--- src/rtl/stats_uart_tx_pkg.sv ---
// Shared types and constants for the stats telemetry UART transmitter.
// Holds the frame header, FSM encodings, snapshot layout and frame byte lookup.
// Optional checksum byte enabled by defining STATS_TX_CHECKSUM_EN.
package stats_uart_tx_pkg;

  localparam logic [7:0] FRAME_HDR = 8'hA5;

`ifdef STATS_TX_CHECKSUM_EN
  localparam int NBYTES = 6;
`else
  localparam int NBYTES = 5;
`endif

  typedef enum logic {
    F_IDLE,
    F_SEND
  } frame_state_e;

  typedef enum logic [1:0] {
    B_IDLE,
    B_START,
    B_DATA,
    B_STOP
  } byte_state_e;

  // Frozen copy of the pet stats taken when a frame starts.
  typedef struct packed {
    logic [3:0] hunger;
    logic [3:0] happiness;
    logic [3:0] health;
    logic [3:0] hygiene;
    logic [3:0] energy;
    logic [3:0] social;
    logic [6:0] status;
  } snap_t;

  // Byte idx of the frame built from a snapshot.
  function automatic logic [7:0] frame_byte(input snap_t s, input logic [2:0] idx);
    logic [7:0] b1, b2, b3, b4;
    logic [7:0] res;
    b1 = {s.hunger, s.happiness};
    b2 = {s.health, s.hygiene};
    b3 = {s.energy, s.social};
    b4 = {1'b0, s.status};
    case (idx)
      3'd0:    res = FRAME_HDR;
      3'd1:    res = b1;
      3'd2:    res = b2;
      3'd3:    res = b3;
      3'd4:    res = b4;
`ifdef STATS_TX_CHECKSUM_EN
      3'd5:    res = FRAME_HDR ^ b1 ^ b2 ^ b3 ^ b4;
`endif
      default: res = 8'hFF;
    endcase
    return res;
  endfunction

endpackage

--- src/rtl/stats_uart_tx_if.sv ---
// Stats/status inputs, report request and UART/status outputs of the transmitter.
// No latency of its own; plain wires between driver and transmitter.
// No backpressure: send_req is a level request, busy/frame_done report progress.
interface stats_uart_tx_if;
  logic [3:0] hunger;
  logic [3:0] happiness;
  logic [3:0] health;
  logic [3:0] hygiene;
  logic [3:0] energy;
  logic [3:0] social;
  logic [6:0] status;
  logic       send_req;
  logic       uart_tx;
  logic       busy;
  logic       frame_done;

  modport master (
    output hunger, happiness, health, hygiene, energy, social, status, send_req,
    input  uart_tx, busy, frame_done
  );

  modport slave (
    input  hunger, happiness, health, hygiene, energy, social, status, send_req,
    output uart_tx, busy, frame_done
  );
endinterface

--- src/rtl/stats_uart_tx_byte_tx.sv ---
// uart_byte_tx: 8N1 serializer for one byte, LSB first, CLKS_PER_BIT cycles per bit.
// Latency: tx falls the cycle after start is accepted; 10*CLKS_PER_BIT cycles per byte.
// Backpressure: ready also high in the last stop-bit cycle so bytes chain with no gap.
module uart_byte_tx
  import stats_uart_tx_pkg::*;
#(
  parameter int CLKS_PER_BIT = 87
) (
  input  logic       clk,
  input  logic       reset,
  input  logic       start,
  input  logic [7:0] data,
  output logic       tx,
  output logic       ready,
  output logic       done
);

  localparam int CW = $clog2(CLKS_PER_BIT);
  localparam logic [CW-1:0] CNT_LAST = CW'(CLKS_PER_BIT - 1);

  byte_state_e   state_q, state_d;
  logic [CW-1:0] cnt_q, cnt_d;
  logic [2:0]    bit_q, bit_d;
  logic [7:0]    shreg_q, shreg_d;
  logic          tx_q, tx_d;
  logic          bit_end;

  assign bit_end = (cnt_q == CNT_LAST);
  assign ready   = (state_q == B_IDLE) || ((state_q == B_STOP) && bit_end);
  assign done    = (state_q == B_STOP) && bit_end;
  assign tx      = tx_q;

  // Bit timing and line level: advance state at the end of each bit period.
  always_comb begin
    state_d = state_q;
    cnt_d   = bit_end ? '0 : cnt_q + 1'b1;
    bit_d   = bit_q;
    shreg_d = shreg_q;
    tx_d    = tx_q;
    case (state_q)
      B_IDLE: begin
        cnt_d = '0;
        tx_d  = 1'b1;
      end
      B_START: begin
        if (bit_end) begin
          state_d = B_DATA;
          bit_d   = 3'd0;
          tx_d    = shreg_q[0];
        end
      end
      B_DATA: begin
        if (bit_end) begin
          if (bit_q == 3'd7) begin
            state_d = B_STOP;
            tx_d    = 1'b1;
          end else begin
            bit_d   = bit_q + 3'd1;
            shreg_d = {1'b0, shreg_q[7:1]};
            tx_d    = shreg_q[1];
          end
        end
      end
      B_STOP: begin
        if (bit_end) begin
          state_d = B_IDLE;
        end
      end
      default: state_d = B_IDLE;
    endcase
    if (start && ready) begin
      state_d = B_START;
      cnt_d   = '0;
      shreg_d = data;
      tx_d    = 1'b0;
    end
  end

  // State register; reset forces the line idle immediately.
  always_ff @(posedge clk) begin
    if (reset) begin
      state_q <= B_IDLE;
      cnt_q   <= '0;
      bit_q   <= 3'd0;
      shreg_q <= 8'h00;
      tx_q    <= 1'b1;
    end else begin
      state_q <= state_d;
      cnt_q   <= cnt_d;
      bit_q   <= bit_d;
      shreg_q <= shreg_d;
      tx_q    <= tx_d;
    end
  end

endmodule

--- src/rtl/stats_uart_tx.sv ---
// stats_uart_tx: snapshots pet stats periodically or on request, sends them as a UART frame.
// Latency: request sampled at N -> snapshot at N+1 -> start bit at N+2; frame NBYTES*10*CLKS_PER_BIT.
// Backpressure: none; requests and period wraps during a frame coalesce into one follow-up.
// Defining STATS_TX_CHECKSUM_EN appends an XOR checksum byte (6-byte frame).
module stats_uart_tx
  import stats_uart_tx_pkg::*;
#(
  parameter int          CLKS_PER_BIT  = 87,
  parameter logic [23:0] REPORT_PERIOD = 24'd10_000_000
) (
  input  logic           clk,
  input  logic           reset,
  stats_uart_tx_if.slave bus
);

  localparam logic [2:0] LAST_IDX = 3'(NBYTES - 1);

  frame_state_e state_q, state_d;
  snap_t        snap_q, snap_d, snap_in;
  logic [2:0]   issue_idx_q, issue_idx_d;
  logic         all_issued_q, all_issued_d;
  logic         pending_q, pending_d;
  logic [23:0]  period_q, period_d;
  logic         frame_done_q, frame_done_d;
  logic         frame_start, wrap, byte_start, byte_ready, byte_done, byte_tx;

  assign snap_in = '{hunger: bus.hunger, happiness: bus.happiness, health: bus.health,
                     hygiene: bus.hygiene, energy: bus.energy, social: bus.social,
                     status: bus.status};

  // Period counter, pending flag and frame sequencing.
  always_comb begin
    state_d      = state_q;
    snap_d       = snap_q;
    issue_idx_d  = issue_idx_q;
    all_issued_d = all_issued_q;
    frame_done_d = 1'b0;
    frame_start  = 1'b0;
    byte_start   = 1'b0;
    wrap         = (REPORT_PERIOD != 24'd0) && (period_q == REPORT_PERIOD - 24'd1);
    period_d     = (REPORT_PERIOD == 24'd0 || wrap) ? 24'd0 : period_q + 24'd1;
    case (state_q)
      F_IDLE: begin
        if (pending_q) begin
          frame_start  = 1'b1;
          state_d      = F_SEND;
          snap_d       = snap_in;
          issue_idx_d  = 3'd0;
          all_issued_d = 1'b0;
        end
      end
      F_SEND: begin
        // Hand the next byte over whenever the serializer can take it.
        if (!all_issued_q && byte_ready) begin
          byte_start  = 1'b1;
          issue_idx_d = issue_idx_q + 3'd1;
          if (issue_idx_q == LAST_IDX) begin
            all_issued_d = 1'b1;
          end
        end
        // The only done seen after the last hand-over is the final stop bit.
        if (all_issued_q && byte_done) begin
          frame_done_d = 1'b1;
          state_d      = F_IDLE;
        end
      end
      default: state_d = F_IDLE;
    endcase
    // A new request in the start cycle survives the clear.
    pending_d = (pending_q && !frame_start) || bus.send_req || wrap;
  end

  // Frame-level state register.
  always_ff @(posedge clk) begin
    if (reset) begin
      state_q      <= F_IDLE;
      snap_q       <= '0;
      issue_idx_q  <= 3'd0;
      all_issued_q <= 1'b0;
      pending_q    <= 1'b0;
      period_q     <= 24'd0;
      frame_done_q <= 1'b0;
    end else begin
      state_q      <= state_d;
      snap_q       <= snap_d;
      issue_idx_q  <= issue_idx_d;
      all_issued_q <= all_issued_d;
      pending_q    <= pending_d;
      period_q     <= period_d;
      frame_done_q <= frame_done_d;
    end
  end

  uart_byte_tx #(.CLKS_PER_BIT(CLKS_PER_BIT)) u_byte (
    .clk   (clk),
    .reset (reset),
    .start (byte_start),
    .data  (frame_byte(snap_q, issue_idx_q)),
    .tx    (byte_tx),
    .ready (byte_ready),
    .done  (byte_done)
  );

  assign bus.uart_tx    = byte_tx;
  assign bus.busy       = (state_q == F_SEND);
  assign bus.frame_done = frame_done_q;

endmodule

--- src/flat_wrapper.sv ---
// flat-port wrapper written by rule: the top's interface ports become plain ports
module stats_uart_tx_flat import stats_uart_tx_pkg::*;
#(
  parameter int          CLKS_PER_BIT  = 87,
  parameter logic [23:0] REPORT_PERIOD = 24'd10_000_000
)
  (clk, reset, bus_hunger, bus_happiness, bus_health, bus_hygiene, bus_energy, bus_social, bus_status, bus_send_req, bus_uart_tx, bus_busy, bus_frame_done);
  stats_uart_tx_if bus_i ();
  input  logic clk;
  input  logic reset;
  input wire logic [$bits(bus_i.hunger)-1:0] bus_hunger;
  input wire logic [$bits(bus_i.happiness)-1:0] bus_happiness;
  input wire logic [$bits(bus_i.health)-1:0] bus_health;
  input wire logic [$bits(bus_i.hygiene)-1:0] bus_hygiene;
  input wire logic [$bits(bus_i.energy)-1:0] bus_energy;
  input wire logic [$bits(bus_i.social)-1:0] bus_social;
  input wire logic [$bits(bus_i.status)-1:0] bus_status;
  input wire logic [$bits(bus_i.send_req)-1:0] bus_send_req;
  output wire logic [$bits(bus_i.uart_tx)-1:0] bus_uart_tx;
  output wire logic [$bits(bus_i.busy)-1:0] bus_busy;
  output wire logic [$bits(bus_i.frame_done)-1:0] bus_frame_done;
  assign bus_i.hunger = bus_hunger;
  assign bus_i.happiness = bus_happiness;
  assign bus_i.health = bus_health;
  assign bus_i.hygiene = bus_hygiene;
  assign bus_i.energy = bus_energy;
  assign bus_i.social = bus_social;
  assign bus_i.status = bus_status;
  assign bus_i.send_req = bus_send_req;
  assign bus_uart_tx = bus_i.uart_tx;
  assign bus_busy = bus_i.busy;
  assign bus_frame_done = bus_i.frame_done;
  stats_uart_tx #(.CLKS_PER_BIT(CLKS_PER_BIT), .REPORT_PERIOD(REPORT_PERIOD)) u_core (.clk(clk), .reset(reset), .bus(bus_i));
endmodule
--- config.mk ---
export PLATFORM = sky130hd
export DESIGN_NAME = stats_uart_tx_flat
export DESIGN_NICKNAME = d
export VERILOG_FILES = /design/src/rtl/stats_uart_tx_pkg.sv /design/src/rtl/stats_uart_tx_if.sv /design/src/rtl/stats_uart_tx_byte_tx.sv /design/src/rtl/stats_uart_tx.sv /design/src/flat_wrapper.sv
export SDC_FILE = /design/constraint.sdc
export NUM_CORES = 1
export LEC_CHECK = 0
export CORE_MARGIN = 2
export CORE_UTILIZATION = 57
export DETAILED_ROUTE_END_ITERATION = 8
export PLACE_DENSITY = 0.79
export SLEW_MARGIN = 20
export SYNTH_ARGS = -nofsm -noshare
export SYNTH_HDL_FRONTEND = slang
export SYNTH_SLANG_ARGS = --single-unit
--- constraint.sdc ---
create_clock -name clk -period 2.65 [get_ports clk]
set_input_delay 0.3975 -clock clk [delete_from_list [all_inputs] [get_ports clk]]
set_output_delay 0.3975 -clock clk [all_outputs]
set_load 0.01 [all_outputs]
Word level (Yosys, flattened, before mapping)

Index checks and enable logic that the tools add are counted.

Register bits after elaboration: 83
Output and inout port bits: 3

$add $sub $neg: 4
Equal/unequal tests: 23
Muxes and demuxes: 34
Bitwise logic cells: 1
Reduce and logical (&&, ||, !) cells: 30

Operators with widths:

| operator              | count |
|---|---|
| $pmux 8 s5            | 1 |
| $mux 8                | 4 |
| $add 24x1->24 const B | 1 |
| $eq 24x24->1 const B  | 1 |
| $mux 3                | 5 |
| $mux 1                | 14 |
| $ne 2x2->1 const B    | 7 |
| $pmux 3 s2            | 2 |
| $reduce_and 5->1      | 2 |
| $ne 3x3->1 const B    | 3 |
| $reduce_and 3->1      | 3 |
| $mux 2                | 4 |
| $reduce_bool 4->1     | 2 |
| $add 7x1->7 const B   | 1 |
| $eq 7x7->1 const B    | 1 |
| $add 3x1->3 const B   | 2 |
| $eq 3x2->1 const B    | 2 |
| $eq 3x3->1 const B    | 2 |
| $pmux 2 s3            | 1 |
| $reduce_bool 2->1     | 3 |
| $reduce_or 2->1       | 3 |
| $logic_and 1x1->1     | 5 |
| $eq 2x2->1 const B    | 2 |
| $ne 2x1->1 const B    | 2 |
| 14 further kinds      | 19 |

Logic depth before layout (Yosys ltp)

Gate-level depths: netlist of run 1.

Depth in word-level cells: 9
Gate-level depth with buffers: 8

By module

Synthesis of run 1 repeated with hierarchy kept, for this count alone.

Cells, all modules: 454
Area, all modules: 3844.9 um^2

Modules (own cells, without submodules):

| module        | cells each | area each (um^2) | instances | seq. area each (um^2) |
|---|---|---|---|---|
| stats_uart_tx | 333        | 2696.3           | 1         | 1241.2 |
| uart_byte_tx  | 121        | 1148.6           | 1         | 420.4 |

Worst setup path before layout of run 1

OpenSTA, ideal clock, no wires.

Kind: register -> register
Start: register u_core.issue_idx_q[2]
End: register u_core.u_byte.shreg_q[5]
Period minus slack after synthesis: 1967 ps
Setup time: 91 ps
Path buffers: 2
Slack: 683 ps
Arrival: 1876 ps
Stages on the path, launching flop included: 8
Cell sequence: dfxtp_1 -> clkbuf_1 -> inv_1 -> ha_1 -> buf_1 -> o31ai_1 -> and4b_1 -> a311oi_1

Longest elaborated chain between the ends: 3

RTL lines:

| item                               | line                        | RTL |
|---|---|---|
| start: declaration                 | stats_uart_tx.sv:20         | `logic [2:0] issue_idx_q, issue_idx_d;` |
| start signal: assignment           | stats_uart_tx.sv:86         | `issue_idx_q <= issue_idx_d;` |
| $eq 3x3->1 (tied with other cells) | stats_uart_tx_pkg.sv:45     | `case (idx)` |
| $pmux 8 s5 *                       | stats_uart_tx_pkg.sv:45     |  |
| $mux 8 *                           | stats_uart_tx_byte_tx.sv:71 | `if (start && ready) begin` |
| end signal: assignment             | stats_uart_tx_byte_tx.sv:91 | `shreg_q <= shreg_d;` |
| end: declaration                   | stats_uart_tx_byte_tx.sv:24 | `logic [7:0] shreg_q, shreg_d;` |

Every way passes the cells marked *; elsewhere a longest branch is shown, timed or not.
A chain may end at the register's enable or synchronous reset.

Worst setup path after layout of run 1

Start: register u_core.u_byte.state_q[0]
End: register u_core.u_byte.shreg_q[3]

Longest elaborated chain between the ends: 9

RTL lines:

| item                                                      | line                        | RTL |
|---|---|---|
| start: declaration                                        | stats_uart_tx_byte_tx.sv:21 | `byte_state_e state_q, state_d;` |
| start signal: assignment                                  | stats_uart_tx_byte_tx.sv:88 | `state_q <= state_d;` |
| $eq 2x2->1                                                | stats_uart_tx_byte_tx.sv:29 | `assign ready = (state_q == B_IDLE) \|\| ((state_q == B_STOP) && bit_end);` |
| $logic_and 1x1->1                                         | stats_uart_tx_byte_tx.sv:29 |  |
| $logic_or 1x1->1                                          | stats_uart_tx_byte_tx.sv:29 |  |
| $logic_and 1x1->1                                         | stats_uart_tx.sv:54         | `if (!all_issued_q && byte_ready) begin` |
| $mux 1                                                    | stats_uart_tx.sv:54         |  |
| $mux 1                                                    | stats_uart_tx.sv:42         | `case (state_q)` |
| $logic_and 1x1->1                                         | stats_uart_tx_byte_tx.sv:71 |  |
| $ne 2x1->1 (no line) or $reduce_bool 2->1 (tied branches) | --                          |  |
| $reduce_and 3->1 (no line)                                | --                          |  |

Several ways; a longest one is shown, not always the timed one.

==> results of run 1 <==
-- through the flow --
stage / instances / power, mW
final: 578 / 2.38
after global routing: 578 / 2.50
after CTS: 578 / 2.40
after detailed placement: 562 / 1.59
after global placement: 562 / 1.58
after floorplan: 466 / 1.49
-- power by group through the flow --
stage / clock network [mW] / registers (mW) / logic [mW]
3_5_place_dp: 0 / 1.36 / 0.228
6_report: 0.825 / 1.33 / 0.229
5_1_grt: 0.911 / 1.34 / 0.257
4_1_cts: 0.844 / 1.33 / 0.230
3_3_place_gp: 0 / 1.36 / 0.222
2_1_floorplan: 0 / 1.35 / 0.143
-- cells by family (layout without fill, tap and decap cells) --
kind of cell,after synthesis,in the layout,synth area share [%]
and+or+nand+nor,216,216,28.1
buffers and inverters,35,67,3.93
AOI/OAI and AO/OA,98,98,15.9
adders and majority gates,15,15,4.84
xor gates and xnor gates,17,17,3.84
DFF,83,83,42.8
muxes,2,2,0.548
-- final timing paths --
| check | cells after the start | start | end |
|---|---|---|---|
| setup / recovery | 6 | u_core.u_byte.state_q[0] | u_core.u_byte.shreg_q[3] |
| hold / removal | 1 | u_core.u_byte.cnt_q[0] | u_core.u_byte.cnt_q[0] |
| setup reg to reg | 6 | u_core.u_byte.state_q[0] | u_core.u_byte.shreg_q[3] |
| hold reg to reg | 1 | u_core.u_byte.cnt_q[0] | u_core.u_byte.cnt_q[0] |
-- worst max-delay path: stages, from the launching register on --
cell and delay [ns]:
dfxtp_1 0.42, inv_1 0.09, ha_1 0.24, nand3b_1 0.13, o31a_1 0.60, nor4_1 0.18
a311oi_1 0.31
-- routing by layer --
metal | track usage (%) | wire length [um] | vias up
met1 | 34.1 | 4010 | 1590
li1 | - | - | 1711
met3 | 3.71 | 367 | 16
met2 | 35.5 | 3840 | 84
met4 | 10.8 | 173 | 0
met5 | 0 | 0 | -
-- final cells by class --
class                           instances  area [um^2]
Fill cell                             600         2240
Multi-Input combinational cell        348         2070
Sequential cell                        83         1660
Timing Repair Buffer                   42          400
Clock buffer                           12          155
Tap cell                               80          100
Inverter                                9         33.8
Clock inverter                          4         25.0
-- sequential cells by signal (all words and copies together) (netlist names) --
name                   flops
u_core.pending_q           1
u_core.all_issued_q        1
u_core.bus.frame_done      1
u_core.u_byte.bit_q        3
u_core.u_byte.cnt_q        7
u_core.period_q           24
u_core.u_byte.shreg_q      8
u_core.snap_q             31
u_core.bus.busy            1
u_core.u_byte.state_q      2
u_core.u_byte.tx           1
u_core.issue_idx_q         3
-- Yosys cell counts (all sizes together), types with 7 or more instances --
library cell  count  area [um^2]
nand2            92          348
dfxtp            83         1660
a21oi            52          264
nor2             31          116
nand3            28          153
clkbuf           17         63.8
ha               15          188
nor4             12         81.3
o21ai            12         60.1
xnor2            10         87.6
buf               9         55.1
inv               9         33.8
nand4             7         50.1
o31ai             7         57.6
xor2              7         61.3
==> results.txt, run 1 <==
Int Pwr: 1.79 mW
Mean Syn Cell Area: 8.33 um^2
DR iter-0 viols: 212
H-tree depth: 3
Ports: 37
Clock Skew: 0.0142 ns
initial antenna violation count: 0
worst path arrival time: 2.31 ns
Finished Cell Area: 4440 um^2
Clock transition at path regs: 0.08 ns
first-pass GRT wire length: 14,200 um
Ys Warns: 0
grt total ovfl: 0
Clock Path Buffers: 2
vias per cell: 5.88
CTS tree: yes
DIE WIDTH: 86.5 um
WL/cell: 14.5 um
Port Buf Inserts: 36
share of layout cells above drive strength 1: 7.43%
power share of the combinational group: 9.6%
Slew Limit Fails: 0
sw power: 0.593 mW
fin worst setup slack: 0.575 ns
Sw Share: 24.9%
GPL Wtd Cong: 0.834
Hold-fix buffers, CTS: 0
die height: 86.5 um
vias in the first global route: 3,064
Placeable Area: 6680 um^2
# DRC: 0
post-CTS resize count: 0
TritonCTS buffer count: 9
via count: 3,401
CP Capture Type: flop
fmax: 0.482 GHz
total setup buffers inserted after CTS: 0
std cell rows: 30
Top FF cell, synth: dfxtp_1
Final Util: 66.5%
# diodes: 0
r2r setup slk: 0.58 ns
worst setup path class: flop to flop
P per Cell Area: 536 nW/um^2
Peak VDD IR: 444 uV
Slew @ Worst Pin: 0.705 ns
Hold Vio Cnt, Final: 0
final hold slack: 0.458 ns
Tightest Hold Check Type: flop to flop
DIE AREA: 7480 um^2
DRT Pass-1 Iters: 6
Post-Synthesis Cells: 466
synthesized net count: 515
setup_tns: 0 ns
Seq cells post-synth: 83
detailed-placement wirelength estimate: 5900 um
CTS Sinks: 83
WL final: 8400 um
power share of the sequential group: 55.8%
status: completed
Post-Place Setup Slack: 0.622 ns
fraction of registers with async set or reset after synthesis: 0%
CP required: 2.89 ns
most frequent cells in the layout: 91 x nand2_1, 83 x dfxtp_1, 51 x a21oi_1
Starting Density: 58.1%
Post-DP Area: 4260 um^2
Clk Latency, worst-skew pair: 0.35 ns
clock period minus worst slack: 2.07 ns
Slew headroom: 52.7%
area grow syn2layout: 14.5%
period utilization: 78.3%
# nets final: 542
maxcap violations: 0
CP startpoint kind: flop
largest net degree at the start of global routing: 37
Pleak: 1.52 nW
clock share of power: 34.6%
Synth Cell Area: 3880 um^2
Setup Viol. Count Final: 0
gr usage total: 23.8%
leading cell type in the layout, fill and taps excluded: nand2_1
Seq/Total Area, Yosys: 42.8%
maximum fanout along the worst path: 18
Clock Root Buffer: clkbuf_8
Netlist cell types: 55
EDFF count, synth: 0
ANT nets after route: 0
RSZ-0062 raised after global routing: no
No activity file was read; power rests on OpenSTA's default activity.
==> run 2: changes to the inputs <==
clock period = 2 ns   (was 2.65 ns; I/O delays follow)
==> run 2 against run 1 <==
Largest power group unchanged. Via count is 2.0% higher. Non-clock buffer count increased by 6. Global-route usage increased by 0.22 points. Largest cell class unchanged. Power is 49% higher. Register-to-register slack worse by 0.46 ns. Highest routed layer unchanged. Clock power rose by 79%. Flip-flop and latch count stayed put. Sequential power up 32%.
==> results.txt, run 2 (synthesis gave the netlist of run 1 again) <==
Largest register FFs: 31
power share of the sequential group: 49.6%
vias in the first global route: 3,014
DR iter-0 viols: 258
grt total ovfl: 0
worst setup path class: flop to flop
maximum fanout along the worst path: 22
GPL Wtd Cong: 0.898
Peak VDD IR: 656 uV
ANT nets after route: 0
cell count of the worst reg-to-reg path: 5
Post-Place Setup Slack: 0.132 ns
leading cell type in the layout, fill and taps excluded: nand2_1
status: completed
CP Capture Type: flop
sw power: 0.848 mW
RSZ-0062 raised after global routing: no
vias per cell: 5.94
Slew Limit Fails: 0
highest routed layer: met4
H-tree depth: 3
worst r2r src: u_core.period_q[0]
power share of the combinational group: 8.8%
period utilization: 94.3%
Hold Vio Cnt, Final: 0
Slew headroom: 66.2%
Met3 Wirelength: 430 um
detailed-placement wirelength estimate: 5870 um
most frequent cells in the layout: 91 x nand2_1, 83 x dfxtp_1, 51 x a21oi_1
std cell rows: 30
Pleak: 1.58 nW
DIE AREA: 7480 um^2
WL final: 8530 um
setup_tns: 0 ns
Clock Skew: 0.0113 ns
Port Buf Inserts: 36
first-pass GRT wire length: 14,200 um
CP startpoint kind: flop
Setup Viol. Count Final: 0
worst path arrival time: 2.11 ns
critical path's slowest cell: a41o_2
# nets final: 548
P per Cell Area: 778 nW/um^2
Clk Latency, worst-skew pair: 0.35 ns
die height: 86.5 um
Ports: 37
Max stage delay on crit path: 0.51 ns
PnR Total Power: 3.55 mW
share of layout cells above drive strength 1: 9.13%
fillcell total: 549
Clock Root Buffer: clkbuf_8
initial antenna violation count: 0
Hold Crit Start: reset
Tightest Hold Check Type: input port to flop
Starting Density: 58.1%
# diodes: 0
final hold slack: 0.245 ns
Largest regs: u_core.snap_q x31, u_core.period_q x24, u_core.u_byte.shreg_q x8
clock period minus worst slack: 1.89 ns
CP startpoint: u_core.period_q[0]
hold path cells: 2
TritonCTS buffer count: 9
met2 WL: 3750 um
via count: 3,469
Biggest register: u_core.snap_q
gr usage total: 24.1%
DRT Pass-1 Iters: 5
fin worst setup slack: 0.113 ns
fmax: 0.530 GHz
WL/cell: 14.6 um
largest net degree at the start of global routing: 52
CTS tree: yes
clock share of power: 41.6%
Sw Share: 23.9%
FF+latch area: 1660 um^2
area grow syn2layout: 17.6%
area taken by multi-input logic gates: 2070 um^2
Clock transition at path regs: 0.09 ns
total setup buffers inserted after CTS: 0
Slew @ Worst Pin: 0.507 ns
Placeable Area: 6680 um^2
Routed met1 length: 4130 um
critical path cell sequence: ha_1, nand3_1, nor4_2, a41o_2, nor2_1
CTS Sinks: 83
# DRC: 0
Clock Path Buffers: 2
maxcap violations: 0
Int Pwr: 2.70 mW
CP required: 2.23 ns
DIE WIDTH: 86.5 um
## run 2: timing repair
action | CTS | global route
resized for setup | 0 | 2
endpoints found under the setup margin | 0 | 3
hold buffers | 0 | 0
## run 2: area by class of cell
| type | instances | share of cell area [%] |
|---|---|---|
| Tap cell | 80 | 2.19 |
| Multi-Input combinational cell | 348 | 45.5 |
| Clock inverter | 7 | 2.71 |
| Clock buffer | 9 | 2.71 |
| Timing Repair Buffer | 48 | 9.76 |
| Inverter | 9 | 0.740 |
| Sequential cell | 83 | 36.4 |
## run 2: metrics by stage
stage / utilization (%) / instances / cell area, um^2
floorplan: - / 466 / 3880
global placement: 64.5 / 568 / 4310
detailed placement: 64.5 / 568 / 4310
CTS: 68.2 / 584 / 4560
global route: 68.3 / 584 / 4560
finish: 68.3 / 584 / 4560
## run 2: final timing paths
check | slack [ns] | endpoint
min | 0.25 | u_core.bus.busy
max reg2reg | 0.11 | u_core.period_q[4]
min reg2reg | 0.46 | u_core.u_byte.bit_q[2]
max | 0.11 | u_core.period_q[4]
## run 2: metal layers
metal / vias up / GRT usage [%]
met2: 111 / 35.2
li1: 1727 / -
met5: - / 0
met4: 0 / 12.4
met1: 1610 / 34.3
met3: 21 / 3.71
## run 2: power groups by stage
stage	Sequential (mW)	Combinational (mW)	Clock, mW
finish	1.76	0.312	1.48
global route	1.77	0.346	1.57
CTS	1.76	0.309	1.49
detailed placement	1.80	0.307	0
global placement	1.80	0.300	0
floorplan	1.79	0.190	0
## run 2: critical path: cells and delay by family (launching register included)
kind | cells | cell delay [ns]
flip-flops | 1 | 0.39
adder cells (fa/ha/maj) | 1 | 0.22
AND/OR/NAND/NOR | 3 | 0.63
AO/OA/AOI/OAI | 1 | 0.51
==> RTL change 1 (flow settings as in run 2) <==
Make the reset (`reset`) asynchronous in 2 clocked blocks.
--- a/src/rtl/stats_uart_tx_byte_tx.sv
+++ b/src/rtl/stats_uart_tx_byte_tx.sv
@@ -78,5 +78,5 @@
 
   // State register; reset forces the line idle immediately.
-  always_ff @(posedge clk) begin
+  always_ff @(posedge clk or posedge reset) begin
     if (reset) begin
       state_q <= B_IDLE;
--- a/src/rtl/stats_uart_tx.sv
+++ b/src/rtl/stats_uart_tx.sv
@@ -72,5 +72,5 @@
 
   // Frame-level state register.
-  always_ff @(posedge clk) begin
+  always_ff @(posedge clk or posedge reset) begin
     if (reset) begin
       state_q      <= F_IDLE;
Function: differs if reset is asserted again (counterexample within 4 cycles, from zero or initial values and one cycle with reset high); with reset held inactive, the same outputs for 10 cycles.
==> RTL change 1 against run 2 <==
Global-route usage decreased by 0.75 points. Worst setup slack got worse by 0.056 ns. Core utilization increased by 1.9 points. Cell area increased by 5.6%. Routed wire length decreased by 2.4%. Area after synthesis increased by 5.3%. Hold slack improved by 0.035 ns. Critical path depth increased by 1. Sequential cell count unchanged.
Power is not compared: it rests on default switching activity, and its combinational part moved more than twofold at a synthesized area within 25%.
==> RTL change 1: results (changes against run 2) <==
* Max Fclk at 0.515 GHz (-2.9%)
* Mux contribution to synthesized area at 5.42% (+4.9 points)
* Max FO, Critical Path at 10 (-55%)
* First-pass DRT Iterations at 4 (-1)
* Top delay family on crit path: adder cells
* Flop-to-flop setup slack at 0.06 ns (-0.06 ns)
* CP max-delay cell: dfrtp_1
* WHS at 0.281 ns (+0.0352 ns)
* FF-to-FF path depth at 6 (+1)
* Register area share after synthesis at 50.9% (+8.0 points)
* Vias in the first global route at 3,026 (+0.40%)
* Critical path's largest stage delay at 0.44 ns (-0.07 ns)
* Synth unique cells at 46 (-16%)
* GRT Overall Usage at 23.3% (-0.75 points)
* Adder-Cell Fraction of Synth Area at 4.59% (-0.24 points)
* Top post-synthesis cells by count: nand2_1, dfrtp_1, nor2_1
* RR Endpoint: u_core.u_byte.shreg_q[0]
* Worst Skew at 0.00643 ns (-0.00487 ns)
* Status: complete, no violations
* Cell area after placement at 4600 um^2 (+6.8%)
* Fraction of layout cells with a size suffix above 1 at 8.23% (-0.90 points)
* Hold/Removal Path Class: in -> async
* Arr. time, crit path at 2.20 ns (+0.09 ns)
* Primary FF master, synth: dfrtp_1
* Slew Limit Headroom at 62.7% (-3.5 points)
[RTL change 1: changes by cell type in the layout (fill, tap and decap cells not counted), moves of 5 or more]
| cell | delta |
|---|---|
| xnor2_1 | +5 |
| nor4_1 | -6 |
| nor2_1 | -8 |
| dfxtp_1 | -83 |
| a311oi_1 | -5 |
| a21oi_1 | -50 |
| nand2_1 | +16 |
| dfrtp_1 | +82 |
| mux2i_1 | +20 |
| nand3_1 | -9 |
| o31ai_1 | -5 |
[RTL change 1: area by class of cell]
type	instances	area, um^2	area share, %
multi-input combinational	306	1910	39.7
sequential	83	2080	43.1
clock inverter	4	50.0	1.04
clock buffer	12	145	3.01
timing repair buffer	47	472	9.78
inverter	10	41.3	0.856
tap	96	120	2.49
[RTL change 1: per-layer routing]
metal  global-route usage (%)  vias to the layer above  wire length, um
met5                        0                        -                0
met4                     11.3                        0              227
met3                     2.89                       22              272
met2                     35.3                       76             3920
met1                     33.4                     1532             3910
li1                         -                     1507                -
==> RTL change 2 (flow settings as in run 2) <==
Made on the original files. `CLKS_PER_BIT` is set to 87 in 3 places; all go to 174.
--- a/src/rtl/stats_uart_tx_byte_tx.sv
+++ b/src/rtl/stats_uart_tx_byte_tx.sv
@@ -5,5 +5,5 @@
   import stats_uart_tx_pkg::*;
 #(
-  parameter int CLKS_PER_BIT = 87
+  parameter int CLKS_PER_BIT = 174
 ) (
   input  logic       clk,
--- a/src/rtl/stats_uart_tx.sv
+++ b/src/rtl/stats_uart_tx.sv
@@ -6,5 +6,5 @@
   import stats_uart_tx_pkg::*;
 #(
-  parameter int          CLKS_PER_BIT  = 87,
+  parameter int          CLKS_PER_BIT  = 174,
   parameter logic [23:0] REPORT_PERIOD = 24'd10_000_000
 ) (
--- a/src/flat_wrapper.sv
+++ b/src/flat_wrapper.sv
@@ -2,5 +2,5 @@
 module stats_uart_tx_flat import stats_uart_tx_pkg::*;
 #(
-  parameter int          CLKS_PER_BIT  = 87,
+  parameter int          CLKS_PER_BIT  = 174,
   parameter logic [23:0] REPORT_PERIOD = 24'd10_000_000
 )
Formal check against the unedited RTL: no difference found for any inputs over 10 cycles, from zero or initial values and one cycle with reset high; that may be too few to reach the edited logic, so the function may still have changed.
==> RTL change 2 against run 2 <==
Cell area increased by 1.6%. Routed wire length shrank 2.9%. Power decreased by 5.9%. Sequential cell count is 1 higher. Critical path depth is 1 lower. Synthesized cell count is 0.64% lower. Worst setup slack worse by 0.012 ns. Area after synthesis increased by 0.87%. Global-route usage fell by 0.43 points. Clock power fell by 16%. Maximum frequency fell by 0.64%.
==> RTL change 2: results (changes against run 2) <==
* Mean routed wirelength per cell at 14.1 um (-3.5%)
* Arr. time, crit path at 2.18 ns (+0.07 ns)
* M2 GR Usage at 39.0% (+3.8 points)
* Slew Limit Headroom at 72.4% (+6.3 points)
* Fillers at 548 (-0.18%)
* FF-to-FF path depth at 4 (-1)
* Synth area leaders: dfxtp_1, nand2_1, a21oi_1
* Antenna violations before repair at 0 (unchanged)
* DR vias at 3,399 (-2.0%)
* Fraction of registers with async set/reset at 0% (unchanged)
* WHS Path Cells at 2 (unchanged)
* Avg Cell Area, Syn at 8.45 um^2 (+1.5%)
* Inst Count DP at 572 (+0.70%)
* Synth unique cells at 54 (-1.8%)
* Nets at 552 (+0.73%)
* Min-delay src: reset
* Clk root buf: clkbuf_8
* Clock-pin slew on the worst setup and hold paths at 0.09 ns (about the same)
* Largest regs: u_core.snap_q (31), u_core.period_q (24)
* Clk buf depth at 2 (unchanged)
* Register area share after synthesis at 43.0% (+0.14 points)
* Placer congestion estimate at 0.843 (-6.2%)
* Largest net degree at the start of global routing at 36 (-31%)
* Worst R2R Start: u_core.period_q[8]
* Max FO, Critical Path at 11 (-50%)
* Flop-to-flop setup slack at 0.10 ns
* Status: complete, no violations
* GRT Overall Usage at 23.6% (-0.43 points)
* 1st-iter DRT viols at 128 (-50%)
* Net Count, Synth at 512 (-0.58%)
* Final antenna diode count at 0 (unchanged)
* Vias in the first global route at 3,224 (+7.0%)
* RR Endpoint: u_core.period_q[23]
* # port buffers at 36 (unchanged)
* Worst Skew at 0.0121 ns (+0.000775 ns)
* Met3 usage at 6.64% (+2.9 points)
* First-pass DRT Iterations at 4 (-1)
* Clk Latency, worst-skew pair at 0.35 ns (about the same)
* Hold/Removal Path Class: in -> reg
* Top post-synthesis cells by count: dfxtp_1, nand2_1, a21oi_1
* Fraction of layout cells with a size suffix above 1 at 11.6% (+2.5 points)
* Leak at 1.62 nW (+2.5%)
* Cell area after placement at 4430 um^2 (+2.7%)
* First-pass GRT wire length at 14.2 mm (+0.19%)
* H-tree level count at 3 (unchanged)
* Worst Hold Path EP: u_core.snap_q[8]
* Dpl hpwl at 5.78 mm (-1.5%)
* GRT met1 Usage at 29.6% (-4.7 points)
* Worst VDD drop at 0.000637 V (-2.9%)
* CTS Buf Count at 9 (unchanged)
* Final WL at 8.29 mm (-2.9%)
* Yosys warning total at 0 (unchanged)
[RTL change 2: cell types whose count changed after synthesis, moves of 8 or more]
cell,before,now
nor3_1,4,12
nand3_1,27,10
a22oi_1,0,10
mux2i_1,1,12
nand2_1,91,78
a21oi_1,51,43
[RTL change 2: worst max-delay path by stage]
| stage | endpoint | startpoint | depth (start not counted) |
|---|---|---|---|
| floorplan | u_core.period_q[16] | u_core.period_q[0] | 6 |
| global placement | u_core.period_q[22] | u_core.period_q[0] | 5 |
| detailed placement | u_core.period_q[18] | u_core.period_q[0] | 5 |
| CTS | u_core.period_q[18] | u_core.period_q[0] | 5 |
| global route | u_core.period_q[23] | u_core.period_q[8] | 4 |
| finish | u_core.period_q[23] | u_core.period_q[8] | 4 |
[RTL change 2: routing by layer]
metal / routed length [um] / part of all wire, % / vias up
met1: 3740 / 45 / 1604
met2: 4000 / 48 / 69
li1: - / - / 1712
met4: 132 / 1.6 / 0
met3: 406 / 4.9 / 14
met5: 0 / 0 / -
[RTL change 2: area by class of cell]
class / instances / area [um^2] / share of cell area, %
multi-input combinational: 341 / 2080 / 44.8
sequential: 84 / 1680 / 36.3
timing repair buffer: 56 / 531 / 11.4
clock buffer: 9 / 124 / 2.67
tap: 80 / 100 / 2.16
clock inverter: 7 / 82.6 / 1.78
inverter: 11 / 41.3 / 0.890
[RTL change 2: timing repair]
item | CTS | global route
setup buffers | 0 | 0
endpoints found under the setup margin | 0 | 6
resized for setup | 0 | 3
hold endpoints to repair | 0 | 0
[RTL change 2: where the power goes]
part	leakage, nW	internal, mW	total [mW]	switching [mW]
logic	0.831	0.155	0.319	0.164
clock network	0.105	0.597	1.25	0.650
registers	0.684	1.73	1.78	0.0417
[RTL change 2: stage by stage]
step / hold slack [ns] / worst slack (ns)
6_report: 0.357 / 0.101
5_1_grt: 0.352 / -0.000699
4_1_cts: 0.342 / 0.0646
3_5_place_dp: 0.447 / 0.0954
3_3_place_gp: 0.441 / 0.163
2_1_floorplan: 0.426 / 0.106
[RTL change 2: logic make-up after synthesis]
| group | count (synthesis) | synth area share (%) |
|---|---|---|
| DFF | 84 | 43.0 |
| xor gates and xnor gates | 17 | 3.80 |
| muxes | 13 | 3.36 |
| buffers and inverters | 38 | 4.16 |
| and+or+nand+nor | 193 | 24.7 |
| adders and majority gates | 15 | 4.80 |
| AOI/OAI and AO/OA | 103 | 16.2 |
[RTL change 2: worst max-delay path: stages, from the launching register on]
cell and delay, ns:
dfxtp_1 0.46, nand4_4 0.16, or4_4 0.63, or4_1 0.42, a21oi_1 0.15
